File: src/rtl/dphy_pkg.sv
// -----------------------------------------------------------------------------
// dphy_pkg
// Shared definitions for the D-PHY PLL lock manager:
//   - default parameter values for dphy_pll_mgr
//   - FSM state encoding (this value is also driven out on STATE)
//   - PLL control bundle and a helper that maps each state to its control levels
//   - small constant helpers used to size counters and ports
// -----------------------------------------------------------------------------
package dphy_pkg;

  localparam int DEF_RST_CYCLES   = 16;
  localparam int DEF_LOCK_TIMEOUT = 4096;
  localparam int DEF_LOCK_FILT    = 64;
  localparam int DEF_MAX_RETRY    = 3;
  localparam int DEF_SYNC_STAGES  = 2;

  typedef enum logic [2:0] {
    ST_RST_HOLD  = 3'd0,
    ST_WAIT_LOCK = 3'd1,
    ST_FILTER    = 3'd2,
    ST_LOCKED    = 3'd3,
    ST_FAULT     = 3'd4
  } state_t;

  // Control levels that depend only on the state being entered.
  typedef struct packed {
    logic resetb;
    logic bypass;
    logic ready;
    logic fault;
  } pll_ctl_t;

  function automatic pll_ctl_t ctl_for(input state_t st);
    pll_ctl_t c;
    c.resetb = (st == ST_WAIT_LOCK) || (st == ST_FILTER) || (st == ST_LOCKED);
    c.bypass = (st == ST_FAULT);
    c.ready  = (st == ST_LOCKED);
    c.fault  = (st == ST_FAULT);
    return c;
  endfunction

  function automatic int max3(input int a, input int b, input int c);
    int m;
    m = (a > b) ? a : b;
    return (m > c) ? m : c;
  endfunction

  // RETRY_CNT width; MAX_RETRY=0 would otherwise give a zero-width port.
  function automatic int retry_w(input int max_retry);
    return (max_retry > 0) ? $clog2(max_retry + 1) : 1;
  endfunction

endpackage

File: src/rtl/dphy_sync.sv
// -----------------------------------------------------------------------------
// dphy_sync
// Multi-flop synchroniser bringing the asynchronous PLL LOCK into the CLK domain.
// Ports:
//   clk    - destination clock
//   resetn - synchronous active-low reset, clears every stage
//   d      - asynchronous input
//   q      - synchronised output (last stage)
// -----------------------------------------------------------------------------
module dphy_sync #(
  parameter int SYNC_STAGES = 2
) (
  input  logic clk,
  input  logic resetn,
  input  logic d,
  output logic q
);

  logic [SYNC_STAGES-1:0] ff_reg;

  always_ff @(posedge clk) begin
    if (!resetn) begin
      ff_reg <= '0;
    end else begin
      ff_reg <= {ff_reg[SYNC_STAGES-2:0], d};
    end
  end

  assign q = ff_reg[SYNC_STAGES-1];

endmodule

File: src/rtl/dphy_pll_mgr.sv
// -----------------------------------------------------------------------------
// dphy_pll_mgr
// Sequences a D-PHY PLL through reset, lock acquisition, lock filtering and
// steady-state monitoring, retrying on lock timeout and latching a fault once
// the retry budget is spent.
// Ports:
//   CLK        - free-running reference clock (only clock)
//   RESET      - synchronous active-low reset
//   RESTART    - one-cycle request to restart the lock sequence
//   PLL_LOCK   - PLL lock indication, asynchronous to CLK
//   PLL_RESETB - PLL reset, active low
//   PLL_BYPASS - PLL bypass, high only in FAULT
//   READY      - PLL clocks valid, high only in LOCKED
//   FAULT      - retries exhausted
//   LOL_EVENT  - one-cycle pulse on loss of lock while LOCKED
//   RETRY_CNT  - timeouts since the last lock or restart
//   STATE      - current state encoding
// -----------------------------------------------------------------------------
module dphy_pll_mgr
  import dphy_pkg::*;
#(
  parameter int RST_CYCLES   = DEF_RST_CYCLES,
  parameter int LOCK_TIMEOUT = DEF_LOCK_TIMEOUT,
  parameter int LOCK_FILT    = DEF_LOCK_FILT,
  parameter int MAX_RETRY    = DEF_MAX_RETRY,
  parameter int SYNC_STAGES  = DEF_SYNC_STAGES
) (
  input  logic                            CLK,
  input  logic                            RESET,
  input  logic                            RESTART,
  input  logic                            PLL_LOCK,
  output logic                            PLL_RESETB,
  output logic                            PLL_BYPASS,
  output logic                            READY,
  output logic                            FAULT,
  output logic                            LOL_EVENT,
  output logic [retry_w(MAX_RETRY)-1:0]   RETRY_CNT,
  output logic [2:0]                      STATE
);

  localparam int CW = $clog2(max3(RST_CYCLES, LOCK_TIMEOUT, LOCK_FILT) + 1);
  localparam int RW = retry_w(MAX_RETRY);

  logic          lock_s;
  state_t        state_reg;
  logic [CW-1:0] cnt_reg;
  logic [RW-1:0] retry_reg;
  pll_ctl_t      ctl_reg;
  logic          lol_reg;

  dphy_sync #(
    .SYNC_STAGES (SYNC_STAGES)
  ) u_sync (
    .clk    (CLK),
    .resetn (RESET),
    .d      (PLL_LOCK),
    .q      (lock_s)
  );

  // Every transition loads ctl_reg with the levels of the state being entered,
  // so all outputs change on the same edge as STATE.
  always_ff @(posedge CLK) begin
    lol_reg <= 1'b0;
    if (!RESET || RESTART) begin
      state_reg <= ST_RST_HOLD;
      cnt_reg   <= '0;
      retry_reg <= '0;
      ctl_reg   <= ctl_for(ST_RST_HOLD);
    end else begin
      case (state_reg)
        ST_RST_HOLD: begin
          if (cnt_reg == CW'(RST_CYCLES - 1)) begin
            state_reg <= ST_WAIT_LOCK;
            cnt_reg   <= '0;
            ctl_reg   <= ctl_for(ST_WAIT_LOCK);
          end else begin
            cnt_reg <= cnt_reg + 1'b1;
          end
        end

        ST_WAIT_LOCK: begin
          if (lock_s) begin
            state_reg <= ST_FILTER;
            cnt_reg   <= '0;
            ctl_reg   <= ctl_for(ST_FILTER);
          end else if (cnt_reg == CW'(LOCK_TIMEOUT - 1)) begin
            cnt_reg <= '0;
            if (int'(retry_reg) < MAX_RETRY) begin
              retry_reg <= retry_reg + 1'b1;
              state_reg <= ST_RST_HOLD;
              ctl_reg   <= ctl_for(ST_RST_HOLD);
            end else begin
              state_reg <= ST_FAULT;
              ctl_reg   <= ctl_for(ST_FAULT);
            end
          end else begin
            cnt_reg <= cnt_reg + 1'b1;
          end
        end

        // The counter tallies filtered lock cycles; LOCKED is entered on the
        // lock cycle after it reaches LOCK_FILT, which puts READY at
        // SYNC_STAGES+LOCK_FILT+1 edges after PLL_LOCK is first sampled.
        ST_FILTER: begin
          if (!lock_s) begin
            state_reg <= ST_WAIT_LOCK;
            cnt_reg   <= '0;
            ctl_reg   <= ctl_for(ST_WAIT_LOCK);
          end else if (cnt_reg == CW'(LOCK_FILT)) begin
            state_reg <= ST_LOCKED;
            cnt_reg   <= '0;
            retry_reg <= '0;
            ctl_reg   <= ctl_for(ST_LOCKED);
          end else begin
            cnt_reg <= cnt_reg + 1'b1;
          end
        end

        ST_LOCKED: begin
          if (!lock_s) begin
            lol_reg   <= 1'b1;
            state_reg <= ST_RST_HOLD;
            cnt_reg   <= '0;
            ctl_reg   <= ctl_for(ST_RST_HOLD);
          end
        end

        ST_FAULT: begin
          cnt_reg <= '0;
        end

        default: begin
          state_reg <= ST_RST_HOLD;
          cnt_reg   <= '0;
          ctl_reg   <= ctl_for(ST_RST_HOLD);
        end
      endcase
    end
  end

  assign PLL_RESETB = ctl_reg.resetb;
  assign PLL_BYPASS = ctl_reg.bypass;
  assign READY      = ctl_reg.ready;
  assign FAULT      = ctl_reg.fault;
  assign LOL_EVENT  = lol_reg;
  assign RETRY_CNT  = retry_reg;
  assign STATE      = state_reg;

endmodule

File: config.mk
export PLATFORM = sky130hd
export DESIGN_NAME = dphy_pll_mgr
export DESIGN_NICKNAME = d
export VERILOG_FILES = /design/src/rtl/dphy_pkg.sv /design/src/rtl/dphy_sync.sv /design/src/rtl/dphy_pll_mgr.sv
export SDC_FILE = /design/constraint.sdc
export NUM_CORES = 1
export LEC_CHECK = 0
export ABC_AREA = 0
export ABC_CLOCK_PERIOD_IN_PS = 2880
export CORE_AREA = 2 2 51 53
export CTS_CLUSTER_SIZE = 40
export DETAILED_ROUTE_END_ITERATION = 6
export DIE_AREA = 0 0 53 55
export PLACE_DENSITY_LB_ADDON = 0.15
export SLEW_MARGIN = 20
export SYNTH_ARGS = -nofsm -noshare
export SYNTH_HDL_FRONTEND = slang
export SYNTH_SLANG_ARGS = --single-unit
File: constraint.sdc
create_clock -name CLK -period 2.88 [get_ports CLK]
set_input_delay 0.288 -clock CLK [delete_from_list [all_inputs] [get_ports CLK]]
set_output_delay 0.288 -clock CLK [all_outputs]
set_load 0.01 [all_outputs]
* Yosys cells after proc, flatten, opt, wreduce, memory -nomap -nowiden
Cells that the tools add are included.
** Word-level totals
- Flip-flop bits (word level) :: 25
- Latch bits :: 0
- Bits in writable memories :: 0
- ROM bits :: 0
- Input port bits :: 4
- Output and inout bits :: 10
- Word-level logic and storage cells :: 67
- Memories kept :: 0
** Operators by class
- Add/sub/neg operators :: 2
- Multipliers :: 0
- Div/mod/pow operators :: 0
- $lt $le $gt $ge :: 1
- Equality and inequality tests :: 16
- Shift operators :: 0
- Muxes and demuxes :: 30
- Bitwise gates (word level) :: 2
- Reductions and logical operators :: 7
** Operators with widths (number)
- $mux W13 :: 6
- $pmux W13 S4 :: 1
- $mux W3 :: 8
- $mux W4 :: 6
- $pmux W4 S5 :: 1
- $pmux W3 S5 :: 1
- $add A13 B1 Y13 const B :: 1
- $eq A13 B12 Y1 const B :: 1
- $eq A13 B4 Y1 const B :: 1
- $eq A13 B7 Y1 const B :: 1
- $ne A2 B2 Y1 const B :: 6
- $mux W2 :: 5
- $eq A3 B2 Y1 const B :: 2
- $reduce_and A6 Y1 :: 1
- $reduce_and A5 Y1 :: 1
- $pmux W2 S2 :: 1
- $eq A3 B1 Y1 const B :: 1
- $eq A3 B3 Y1 const B :: 1
- $logic_not A3 Y1 :: 1
- $ne A3 B2 Y1 const B :: 1
- $ne A3 B3 Y1 const B :: 1
- $add A2 B1 Y2 const B :: 1
- $lt A2 B2 Y1 const B :: 1
- $ne A2 B1 Y1 const B :: 1
- 6 further kinds :: 7

* Logic depth before layout (Yosys ltp)
- Depth in word-level cells :: 5
- Gate-level depth with buffers :: 8
- Gate-level depth less buffers :: 7

* Hierarchy
From an unflattened synthesis, not the netlist that was laid out.
** Second synthesis, totals
- Cells, all modules :: 144
- Area, all modules :: 1295.0 µm²
** Modules (own cells, without submodules)
- dphy_pll_mgr :: instances 1, cells an instance 140, area an instance 1242.4 µm², sequential area each 420.4 µm²
- dphy_sync :: instances 1, cells an instance 4, area an instance 52.6 µm², sequential area each 40.0 µm²

* Least setup slack after synthesis
No wires, ideal clock.
- Path type :: reg2reg
- Start :: register cnt_reg[4]
- End :: register ctl_reg (netlist bit PLL_RESETB)
- Library setup time :: 140 ps
- Arrival :: 1877 ps
- Required time :: 2740 ps
- Setup slack :: 863 ps
- Stages on the path, launching flop included :: 8
- Path buffers :: 2
- Period minus slack after synthesis :: 2017 ps
- Path through :: dfxtp_1 buf_6 or4_4 nor4_1 o31ai_2 buf_6 o211ai_2 o41ai_1
** Between the ends
- Longest elaborated chain between the ends :: 3
- Elaborated cells between the ends (all ways) :: 7
- Those cells by class :: eq/ne (6); reduce/logical (1)
** RTL lines
- start, declared :: RTL line dphy_pll_mgr.sv:46 : logic [CW-1:0] cnt_reg;
- start signal, assigned :: RTL line dphy_pll_mgr.sv:77 : cnt_reg <= cnt_reg + 1'b1;
- start signal, assigned :: RTL line dphy_pll_mgr.sv:97 : cnt_reg <= cnt_reg + 1'b1;
- start signal, assigned :: RTL line dphy_pll_mgr.sv:115 : cnt_reg <= cnt_reg + 1'b1;
- $eq A13 B7 Y1, or another cell as far along :: RTL line dphy_pll_mgr.sv:109 : end else if (cnt_reg == CW'(LOCK_FILT)) begin
- $ne A3 B3 Y1 (no source line), or another cell as far along
- $reduce_and A5 Y1 (no source line) *
- end signal, assigned :: RTL line dphy_pll_mgr.sv:108 : ctl_reg <= ctl_for(ST_WAIT_LOCK);
- end signal, assigned :: RTL line dphy_pll_mgr.sv:113 : ctl_reg <= ctl_for(ST_LOCKED);
- end signal, assigned :: RTL line dphy_pll_mgr.sv:124 : ctl_reg <= ctl_for(ST_RST_HOLD);
- end, declared :: RTL line dphy_pll_mgr.sv:48 : pll_ctl_t ctl_reg;
Every way passes the cells marked *; elsewhere a longest branch is shown, timed or not.
A chain may end at the register's enable or synchronous reset.

* Worst setup path after layout
- Start :: register cnt_reg[8]
- End :: register cnt_reg[8]
** Between the ends
- Longest elaborated chain between the ends :: 4
- Elaborated cells between the ends (all ways) :: 10
- Those cells by class :: add/sub (1); eq/ne (3); mux (6)
** RTL lines
- $add A13 B1 Y13, or another cell as far along :: RTL line dphy_pll_mgr.sv:77, dphy_pll_mgr.sv:97, dphy_pll_mgr.sv:115
- $mux W13 (on tied branches) :: RTL line dphy_pll_mgr.sv:109, dphy_pll_mgr.sv:86
- $mux W13 (on tied branches) :: RTL line dphy_pll_mgr.sv:105, dphy_pll_mgr.sv:82
- $pmux W13 S4 * :: RTL line dphy_pll_mgr.sv:70 : case (state_reg)
Marks and branches as above.

==> results by group <==
Status
  – Status: finished clean

Synth
  – Ys async rst share: 0%
  – Most used DFF post-synth: dfxtp_1
  – Synth top area share: 37.17%
  – Post-synthesis sequential area ratio: 37.17%
  – Yosys reg bits: 23
  – Mapped Cells: 144
  – Yosys cell types: 43
  – Synth warn: 0
  – Cell Area, Synth: 0.001239 mm^2
  – Synthesized Nets: 151
  – EDFF count, synth: 0
  – Area leader, netlist: dfxtp_1
  – Synth area leaders: dfxtp_1 37%, nand2_1 4.2%, nand3_1 4.0%
  – Synthesized area per cell: 8.602 um^2

Clock tree
  – TritonCTS Sinks: 23
  – Clk slew on worst S/H paths: 0.12 ns
  – CTS tree: yes
  – Post-CTS sizing: 0
  – Root Buffer: clkbuf_4
  – Hold buffers post-CTS: 0
  – Post-CTS Setup Bufs: 0
  – Deepest clock path buffer count: 2
  – H-Tree Depth: 1
  – Clk_lat worst skew: 0.31 ns
  – Num CTS Buffers: 3

Setup path
  – Critical Path Sink Type: flop
  – Crit start category: flop
  – CP required: 3.09 ns
  – Crit path kind: reg -> reg
  – FF-to-FF End: cnt_reg[8]
  – Reg2reg start: cnt_reg[8]
  – Flop-to-flop setup slack: 0.55 ns
  – Worst reg2reg path depth: 5
  – Worst path arrival time: 2.54 ns
  – Critical Path Fanout Max: 16

Drt
  – Met2 WL: 1.259 mm
  – Met3 wire length: 64 um
  – Routed met1 length: 1.138 mm
  – Post-detailed-route wirelength per cell: 13.62 um
  – Routed vias/inst: 5.859
  – Starting DRT DRC Count: 34
  – Vias: 1,078
  – Drt total wl: 2.506 mm
  – Uppermost layer routed: met4
  – 1st-pass router iterations: 4
  – Residual DRC: 0
  – ANT nets after route: 0

STA
  – Fin worst setup slack: 0.5503 ns
  – Fin crit share: 80.89%
  – Max Slew Vio Count: 0
  – Fmax: 429.2 MHz
  – Final hold vios: 0
  – Final number of setup-violating endpoints: 0
  – Slew HR: 57.06%
  – Slew @ Worst Pin: 0.6441 ns
  – Post-layout min period: 2.330 ns
  – RSZ-0062 raised after global routing: false
  – Post-Route Skew: 0.006896 ns
  – Fin Setup TNS: 0 ns

Global routing
  – Grt ovf: 0
  – Pin count of the biggest net entering global routing: 17
  – First-pass GRT wire length: 4.236 mm
  – Initial antenna violation count: 0
  – GR Util All Layers: 19.78%
  – Vias in the first global route: 975

Min path
  – Hold Path Depth: 1
  – HP Start: u_sync.ff_reg[0]
  – Worst Hold Class: reg -> reg
  – Endpoint, Worst Hold: u_sync.ff_reg[1]

Die
  – Core box area: 0.002365 mm^2
  – Die X: 53 um
  – Die H: 55 um
  – Initial Util: 52.38%
  – Total Die Area: 0.002915 mm^2
  – # rows: 18
  – I/O pin count: 14

Final layout
  – Antenna cells: 0
  – Largest register FFs: 13
  – Layout cells sized above 1: 7.792%
  – Util after Layout: 59.15%
  – Area growth syn-to-layout: 12.93%
  – Fillers: 224
  – Nets: 162

Power
  – Peak supply drop: 0.2473 mV
  – Final Power: 0.4951 mW
  – Static leakage: 0.4549 nW
  – Power Density: 353.9 mW/mm^2

Placed design
  – Port bufs: 13
  – GP Congestion: 0.7428
  – DP Wirelength: 1.786 mm
  – Dpl ws: 0.6202 ns

Job
  – Max cap viols: 0
synthesized netlist by cell type, types with 3 or more instances:
library cell  instances
a21oi_1               5
clkbuf_1              4
nor3_1                5
nand4_1               4
nand2_1              14
nand2b_1              3
inv_1                 4
o21ai_0               3
dfxtp_1              23
nand3b_1              3
nand3_1              10
xnor2_1               5
nor4_1                5
nor2_1               13
a31oi_1               3
ha_1                  3
nor4b_1               3
through the flow:
stage	instance area, um^2	hold WS (ns)	cells
floorplan	1239	0.4097	144
global placement	1364	0.4174	180
detailed placement	1364	0.4258	180
CTS	1390	0.4560	184
global route	1399	0.4745	184
finish	1399	0.4503	184
where the power goes:
| group | total [mW] | switching [mW] | internal, mW |
|---|---|---|---|
| sequential | 0.324 | 0.00307 | 0.321 |
| combinational | 0.0191 | 0.00912 | 0.00996 |
| clock | 0.152 | 0.0980 | 0.0542 |
| total | 0.495 | 0.110 | 0.385 |
worst max-delay path: stages (launching register included):
cell and delay [ns]:
dfxtp_1 0.37, or4_1 0.60, nor4_1 0.60, o31ai_4 0.26
o21bai_2 0.30, nor2_1 0.09
routing by layer:
layer	GRT usage (%)	vias up
met1	24.96	505
li1	-	548
met5	0	-
met2	33.75	18
met3	2.688	7
met4	8.974	0
layout make-up:
class	count	area [um^2]	share of cell area, %
Timing Repair Buffer	15	145.1	10.38
Multi-Input combinational cell	108	714.4	51.07
Inverter	4	15.01	1.073
Tap cell	30	37.54	2.683
Clock buffer	4	26.28	1.878
Sequential cell	23	460.4	32.92
logic make-up after synthesis:
kind of cell / count (synthesis) / synth area share [%]
flip-flops: 23 / 37.17
AO/OA/AOI/OAI: 24 / 14.75
multiplexers: 2 / 1.616
AND/OR/NAND/NOR: 73 / 33.33
XOR/XNOR: 6 / 4.242
adder cells (fa/ha/maj): 3 / 3.031
buffers and inverters: 13 / 5.857
worst max path at each step:
stage	from	endpoint	slack, ns	cells past startpoint
CTS	cnt_reg[0]	cnt_reg[5]	0.56	7
detailed placement	cnt_reg[0]	cnt_reg[5]	0.62	7
global placement	cnt_reg[0]	cnt_reg[5]	0.67	7
finish	cnt_reg[8]	cnt_reg[8]	0.55	5
floorplan	cnt_reg[4]	PLL_RESETB	0.86	7
global route	cnt_reg[4]	cnt_reg[10]	0.39	5
placed cells by master (no fill, tap or decap), types with 3 or more instances in the layout:
cell type / count
dfxtp_1: 23
o21ai_0: 3
a31oi_1: 3
nor4_1: 5
nand3_1: 10
xnor2_1: 5
a21oi_1: 5
nand2_1: 14
inv_1: 4
clkbuf_4: 3
nand2b_1: 3
nor2_1: 13
nor3_1: 5
nand3b_1: 3
nor4b_1: 3
clkdlybuf4s50_1: 13
ha_1: 3
nand4_1: 4
Power figures use the tool's default switching activity.
